--- config.mk ---
export PLATFORM = sky130hd
export DESIGN_NAME = mux_rr_arbiter
export DESIGN_NICKNAME = d
export VERILOG_FILES = /design/src/rtl/mux_rr_arbiter.sv
export SDC_FILE = /design/constraint.sdc
export NUM_CORES = 1
export LEC_CHECK = 0
export BUFFER_PORTS_ARGS = -buffer_cell sky130_fd_sc_hd__buf_2
export CAP_MARGIN = 25
export CORE_UTILIZATION = 36
export CTS_BUF_LIST = sky130_fd_sc_hd__clkbuf_8
export CTS_CLUSTER_DIAMETER = 200
export DETAILED_ROUTE_END_ITERATION = 12
export GPL_TIMING_DRIVEN = 0
export PLACE_DENSITY = 0.67
export SETUP_SLACK_MARGIN = 0.15
export SLEW_MARGIN = 20
export SYNTH_ARGS = -nofsm -noshare
export SYNTH_HDL_FRONTEND = slang
export SYNTH_SLANG_ARGS = --single-unit
--- constraint.sdc ---
create_clock -name clk -period 3.63 [get_ports clk]
set_input_delay 0.1815 -clock clk [delete_from_list [all_inputs] [get_ports clk]]
set_output_delay 0.1815 -clock clk [all_outputs]
set_load 0.01 [all_outputs]
--- src/rtl/mux_rr_arbiter.sv ---
`default_nettype none
// ============================================================================
// Module   : mux_rr_arbiter
// Brief    : Round-robin arbiter and select sequencer for a shared N-input,
//            W-bit mux. Accepts one requester per cycle into a single-entry
//            registered output stage with valid/ready handshakes.
//            Optional macro MUX_ARB_LOCK_EN adds a per-requester lock input
//            that holds the round-robin pointer on the locked winner.
// Revision : 1.0 - initial release
// ============================================================================
module mux_rr_arbiter #(
  parameter int N = 4,
  parameter int W = 3
) (
  input  logic                 clk,
  input  logic                 rst_n,
  input  logic [N-1:0]         req,
  input  logic [N*W-1:0]       muxin,
`ifdef MUX_ARB_LOCK_EN
  input  logic [N-1:0]         lock,
`endif
  output logic [N-1:0]         gnt,
  output logic [$clog2(N)-1:0] sel,
  output logic                 out_valid,
  output logic [W-1:0]         out_data,
  input  logic                 out_ready,
  output logic                 busy
);

  localparam int SELW = $clog2(N);
  // One extra bit so ptr + offset never overflows before the modulo-N fold.
  localparam logic [SELW:0]   N_EXT = (SELW+1)'(N);
  localparam logic [SELW-1:0] LAST  = SELW'(N-1);

  logic [SELW-1:0] ptr;
  logic [SELW-1:0] winner;
  logic            found;
  logic [SELW:0]   cand;
  logic            can_load;
  logic            take;
  logic [SELW-1:0] ptr_adv;
  logic [W-1:0]    slot [N];

  // Unflatten the choice bus so the winner can index it directly.
  for (genvar i = 0; i < N; i++) begin : g_slot
    assign slot[i] = muxin[i*W +: W];
  end

  assign can_load = !out_valid || out_ready;
  assign busy     = out_valid;

  // Search ptr, ptr+1, ..., wrapping at N, for the first active request.
  always_comb begin
    winner = '0;
    found  = 1'b0;
    cand   = '0;
    for (int k = 0; k < N; k++) begin
      cand = {1'b0, ptr} + (SELW+1)'(k);
      if (cand >= N_EXT) cand = cand - N_EXT;
      if (!found && req[cand[SELW-1:0]]) begin
        found  = 1'b1;
        winner = cand[SELW-1:0];
      end
    end
  end

  // One-hot grant; suppressed while in reset or while the output stage stalls.
  always_comb begin
    gnt = '0;
    if (rst_n && can_load && found) gnt[winner] = 1'b1;
  end

  assign take    = |gnt;
  assign ptr_adv = (winner == LAST) ? '0 : winner + 1'b1;

  // Output stage and round-robin pointer update.
  always_ff @(posedge clk) begin
    if (!rst_n) begin
      out_valid <= 1'b0;
      out_data  <= '0;
      sel       <= '0;
      ptr       <= '0;
    end else if (take) begin
      out_valid <= 1'b1;
      out_data  <= slot[winner];
      sel       <= winner;
`ifdef MUX_ARB_LOCK_EN
      ptr       <= lock[winner] ? winner : ptr_adv;
`else
      ptr       <= ptr_adv;
`endif
    end else if (out_ready) begin
      out_valid <= 1'b0;
    end
  end

endmodule
`default_nettype wire
==> key figures, run 1 <==
Run status
  • Outcome: complete, no violations

Floorplan
  • Overall die height: 40.93 um
  • Initial Util: 0.4041
  • Core footprint: 1350 um^2
  • Die area: 1675 um^2
  • Die width: 40.93 um
  • Ports: 30
  • Std cell rows: 13

Critical path
  • Crit path kind: reg -> reg
  • Worst EP required: 3740 ps
  • Worst EP arrival: 2220 ps
  • Startpoint types: flip-flop
  • Crit-path max FO: 10
  • Worst setup EP type: flip-flop
  • R2r startpoint: ptr[1]
  • Crit path launch: ptr[1]

Drt
  • Drt wl/cell: 10.99 um
  • Vias per inst: 5.000
  • Drt total wl: 1.165 mm
  • Via count: 530
  • Initial DRT Pass Iterations: 2
  • Iter 0 DRT Violations: 10
  • DRC Markers: 0
  • Antenna viol nets, final: 0

Clock network
  • Worst-Skew Late Latency: 220 ps
  • Num CTS Buffers: 3
  • Clk root buf: clkbuf_8
  • Clock sinks: 8
  • Clock Tree Buf Depth: 2
  • Resized cells post-CTS: 0
  • Setup bufs post-CTS: 0
  • Post-CTS Hold Fix Bufs: 0
  • H-tree Lvls: 1
  • Reg clk slew, reported paths: 40 ps
  • CTS tree: yes

Global routing
  • Grt ovf: 0
  • Largest net degree at the start of global routing: 11
  • First-pass GRT wire length: 1.849 mm
  • Initial antenna violation count: 0
  • Vias in the first global route: 487
  • All-Layer GR Usage: 0.1732

Synthesis
  • Mux cell area share after synthesis: 0.2454
  • XOR/XNOR Fraction of Synth Area: 0
  • Net Count, Synth: 80
  • Post-synth top area share: 0.2936
  • Combinational family with the most area after synthesis: multiplexers
  • Synth Area in Compound Gates: 0.1445
  • Largest cells by area after synthesis: dfxtp_1, mux2i_1, mux2_2
  • Yosys warnings: 0
  • Unique masters post-synth: 25
  • Synth Register Bits: 8
  • Area leader, netlist: dfxtp_1
  • Syn avg cell area: 9.092 um^2
  • Post-synthesis sequential area ratio: 0.2936
  • Post-Synth Simple-Gate Area: 0.2087
  • Netlist area before placement: about 550 um^2
  • Post-Synth Adder-Cell Area: 0.02294
  • Post-Synthesis Cells: 60

Layout
  • Most frequent cells in the layout: buf_2, mux2i_1, dfxtp_1
  • Nets: 113
  • Area Growth Syn to Fin: 36.70%
  • N_diodes: 0
  • Most common cell after layout, fill and taps aside: buf_2
  • Design area: about 750 um^2
  • Share of layout cells above drive strength 1: 0.4396

Timing
  • Clock skew: 0.3518 ps
  • RSZ-0062 raised after global routing: false
  • Final Max Slew Viols: 0
  • Setup-failing EPs final: 0
  • Final hold viol count: 0
  • Final Critical Period: about 2100 ps
  • Worst-Margin Slew: 351.7 ps
  • Fmax achieved: 0.4736 GHz
  • Setup TNS: 0 ps
  • Final period util: 0.5817
  • Worst slew margin: 0.7634

Pwr
  • Tot Pwr: 0.3349 mW
  • Sequential power share: 0.334
  • Power per cell area: roughly 450 nW/um^2
  • Comb pwr share: 0.356
  • Psw: 0.09788 mW
  • Max VDD drop: 0.3037 mV
  • Leakage: 0.4076 nW
  • Pint: 0.2371 mW
  • Clk pwr share: 0.309
  • Sw Ratio: 0.2922

Place
  • Cell area after placement: around 700 um^2
  • Placer congestion estimate: 0.7271
  • PortBufs: 28
  • Detail Placement HPWL: 891 um

Hold path
  • Hold/Removal Path Class: in -> reg
  • Hold Crit Start: rst_n

Run
  • MaxCap Viol Count: 0
==> critical path: stages (launching register included) <==
cell and delay, ps:
dfxtp_1 400, mux2i_1 200, nor2_1 50, or3_1 370, buf_6 150, inv_1 110, ha_1 170, o31a_1 150
buf_6 150, nand2_1 100, o211a_1 140
==> area by class of cell <==
cell class / instances / area [um^2]
fill: 127 / 604.3
multi-input combinational: 45 / 339.1
sequential: 8 / 160.2
timing repair buffer: 28 / 140.1
clock buffer: 3 / 41.29
buffer: 4 / 35.03
tap: 15 / 18.77
inverter: 3 / 11.26
==> power by group through the flow <==
stage / logic (mW) / registers, mW / clock network, mW
6_report: 0.119 / 0.112 / 0.104
5_1_grt: 0.131 / 0.113 / 0.112
4_1_cts: 0.120 / 0.112 / 0.109
3_5_place_dp: 0.119 / 0.113 / 0
3_3_place_gp: 0.118 / 0.113 / 0
2_1_floorplan: 0.0776 / 0.118 / 0
==> worst paths after layout <==
check,to,slack [ps],depth (start not counted)
worst max register to register,ptr[0],1520,10
worst max-delay path,ptr[0],1520,10
worst min register to register,out_data[2],450,2
worst min-delay path,busy,270,2
==> cells by family after synthesis <==
group / Yosys count
fa+ha+maj: 1
compound gates: 10
buf+inv: 7
mux: 13
simple gates: 21
flops: 8
==> synth_stat cells <==
master,number
or3_1,1
mux2i_1,10
nor4_1,2
inv_1,3
buf_2,1
nand3b_1,1
a2bb2oi_1,1
a21oi_1,3
nor2_1,4
mux2_2,3
nor2b_1,1
nand2b_1,2
buf_6,2
buf_4,1
ha_1,1
a21boi_1,1
o31a_1,1
and2_1,1
nand2b_4,1
o21a_1,1
o211a_1,2
a21boi_2,1
nor3b_1,1
dfxtp_1,8
nand2_1,7
==> metal layers <==
layer  GRT usage  vias to the layer above  share of wire
li1            -                      276              -
met1      0.1934                      228           0.48
met2      0.2891                       21           0.43
met3     0.04891                        5          0.063
met4      0.1000                        0          0.023
met5           0                        -              0
==> stage by stage <==
| step | util | cells | hold WS, ps | worst slack, ps |
|---|---|---|---|---|
| after global routing | 0.5524 | 106 | 282.0 | 1410 |
| after global placement | 0.5218 | 103 | 442.7 | 1548 |
| after floorplan | - | 60 | 425.7 | 1685 |
| final | 0.5524 | 106 | 273.3 | 1519 |
| after detailed placement | 0.5218 | 103 | 452.9 | 1537 |
| after CTS | 0.5524 | 106 | 268.8 | 1496 |
==> state kept, by name (all words and copies together), names as in the netlist <==
| register | cells |
|---|---|
| sel | 2 |
| ptr | 2 |
| out_data | 3 |
| busy | 1 |
Power figures use the tool's default switching activity.
==> run 2, diff against run 1 <==
- clock period: 3.63 -> 2.2 ns (I/O delays scaled with it)
==> run 2 against run 1 <==
Maximum frequency is 7.6% higher; sequential cell count unchanged; die area unchanged; cell count increased by 2.8%; routed wire length is 7.7% higher.
==> key figures, run 2 (synthesized netlist as in run 1, its figures left out) <==
Global routing
  • Initial antenna violation count: 0
  • Largest net degree at the start of global routing: 11
  • All-Layer GR Usage: 0.1732
  • First-pass GRT wire length: approximately 1.8 mm
  • Grt ovf: 0
  • Vias in the first global route: 487

Layout
  • Most common cell after layout, fill and taps aside: buf_2
  • Number of flip-flops in the largest register: 3
  • N_diodes: 0
  • Area Growth Syn to Fin: 42.20%
  • Nets: ~120
  • Share of layout cells above drive strength 1: 0.4894
  • Largest regs: out_data (3), ptr (2), sel (2)
  • Most frequent cells in the layout: buf_2, mux2i_1, nand2_1, dfxtp_1, nor2_1
  • # fillers: roughly 120
  • Top reg by flops: out_data
  • Register area: 163.9 um^2
  • Multi-input combinational cell area: ~350 um^2

Critical path
  • Worst EP arrival: 2080 ps
  • Crit path kind: reg -> reg
  • Startpoint types: flip-flop
  • Crit-path max FO: 7
  • Worst EP required: 2310 ps
  • Worst setup EP type: flip-flop

Pwr
  • Power per cell area: 735.7 nW/um^2
  • Max VDD drop: 0.4919 mV
  • Leakage: 0.4216 nW

Drt
  • Drt total wl: 1.255 mm
  • Antenna viol nets, final: 0
  • Iter 0 DRT Violations: 9
  • Drt wl/cell: approximately 12 um
  • Initial DRT Pass Iterations: 4
  • Vias per inst: 5.028
  • Via count: 548
  • DRC Markers: 0

Clock network
  • Num CTS Buffers: 3
  • Worst-Skew Late Latency: 220 ps
  • Reg clk slew, reported paths: 40 ps
  • H-tree Lvls: 1
  • CTS tree: yes
  • Clock Tree Buf Depth: 2
  • Clk root buf: clkbuf_8
  • Clock sinks: 8
  • Post-CTS Hold Fix Bufs: 0

Timing
  • Setup-failing EPs final: 0
  • Clock skew: 0.4260 ps
  • Setup TNS: 0 ps
  • Final period util: 0.8917
  • Hold WS: 200.2 ps
  • RSZ-0062 raised after global routing: false
  • Final Critical Period: 1962 ps
  • Fmax achieved: 0.5098 GHz
  • Final Max Slew Viols: 0
  • Final hold viol count: 0
  • Worst-Margin Slew: between 300 and 400 ps
  • Worst slew margin: 0.7669

Floorplan
  • Die width: 40.93 um
  • Core footprint: around 1400 um^2
  • Die area: 1675 um^2
  • Std cell rows: 13
  • Initial Util: 0.4041
  • Overall die height: 40.93 um
  • Ports: 30

Place
  • PortBufs: 28
  • Placer congestion estimate: 0.7271
  • Detail Placement HPWL: 891 um

Hold path
  • Hold/Removal Path Class: in -> reg

Run
  • MaxCap Viol Count: 0

Run status
  • Outcome: complete, no violations
[run 2: changes by cell type in the layout (fill, tap and decap cells not counted)]
cell,delta
a2bb2oi_1,-1
a2bb2oi_2,+1
buf_2,+1
buf_4,+2
dfxtp_1,-1
dfxtp_4,+1
inv_1,-1
inv_2,+1
[run 2: worst paths after layout]
check / startpoint / to / slack, ps / cells after the start
max reg2reg: ptr[1] / ptr[0] / 240 / 10
max: ptr[1] / ptr[0] / 240 / 10
min: rst_n / ptr[1] / 200 / 2
min reg2reg: out_data[2] / out_data[2] / 450 / 2
[run 2: per-layer routing]
layer  global-route usage  share of wire  vias to the layer above
met5                    0              0                        -
met4               0.1000          0.022                        0
met3              0.04891          0.056                        5
met2               0.2891           0.45                       21
met1               0.1934           0.47                      244
li1                     -              -                      278
[run 2: final cells by class]
| class | instances | share of cell area |
|---|---|---|
| buffer | 4 | 0.04516 |
| clock buffer | 3 | 0.05323 |
| inverter | 3 | 0.01452 |
| multi-input combinational | 45 | 0.4452 |
| sequential | 8 | 0.2113 |
| tap | 15 | 0.02419 |
| timing repair buffer | 31 | 0.2065 |
[run 2: metrics by stage]
step | instances | instance area (um^2) | power (mW) | util | setup WS [ps]
floorplan | 60 | 545.5 | 0.3225 | - | 254.9
global placement | 103 | 704.4 | 0.3805 | 0.5218 | 118.1
detailed placement | 103 | 704.4 | 0.3833 | 0.5218 | 106.9
CTS | 106 | 747.0 | 0.5637 | 0.5533 | 122.0
global route | 109 | 775.7 | 0.6061 | 0.5746 | 147.4
finish | 109 | 775.7 | 0.5707 | 0.5746 | 238.3
[run 2: power by group]
part | internal, mW | total [mW] | switching, mW
logic | 0.115 | 0.213 | 0.0986
registers | 0.170 | 0.186 | 0.0157
clock network | 0.118 | 0.171 | 0.0531
[run 2: critical path, stage by stage, from the launching register on]
cell	delay, ps
dfxtp_4	370
mux2i_1	180
nor2_1	50
or3_1	370
buf_6	150
inv_2	70
ha_1	160
o31a_1	160
buf_6	130
nand2_1	80
o211a_1	130
[run 2: what timing repair did]
| item | 4_1_cts | 5_1_grt |
|---|---|---|
| gates resized for setup | 1 | 3 |
| pin swaps | 0 | 1 |
| endpoints found under the setup margin | 5 | 9 |
| gates cloned | 0 | 1 |
| setup buffers | 0 | 2 |
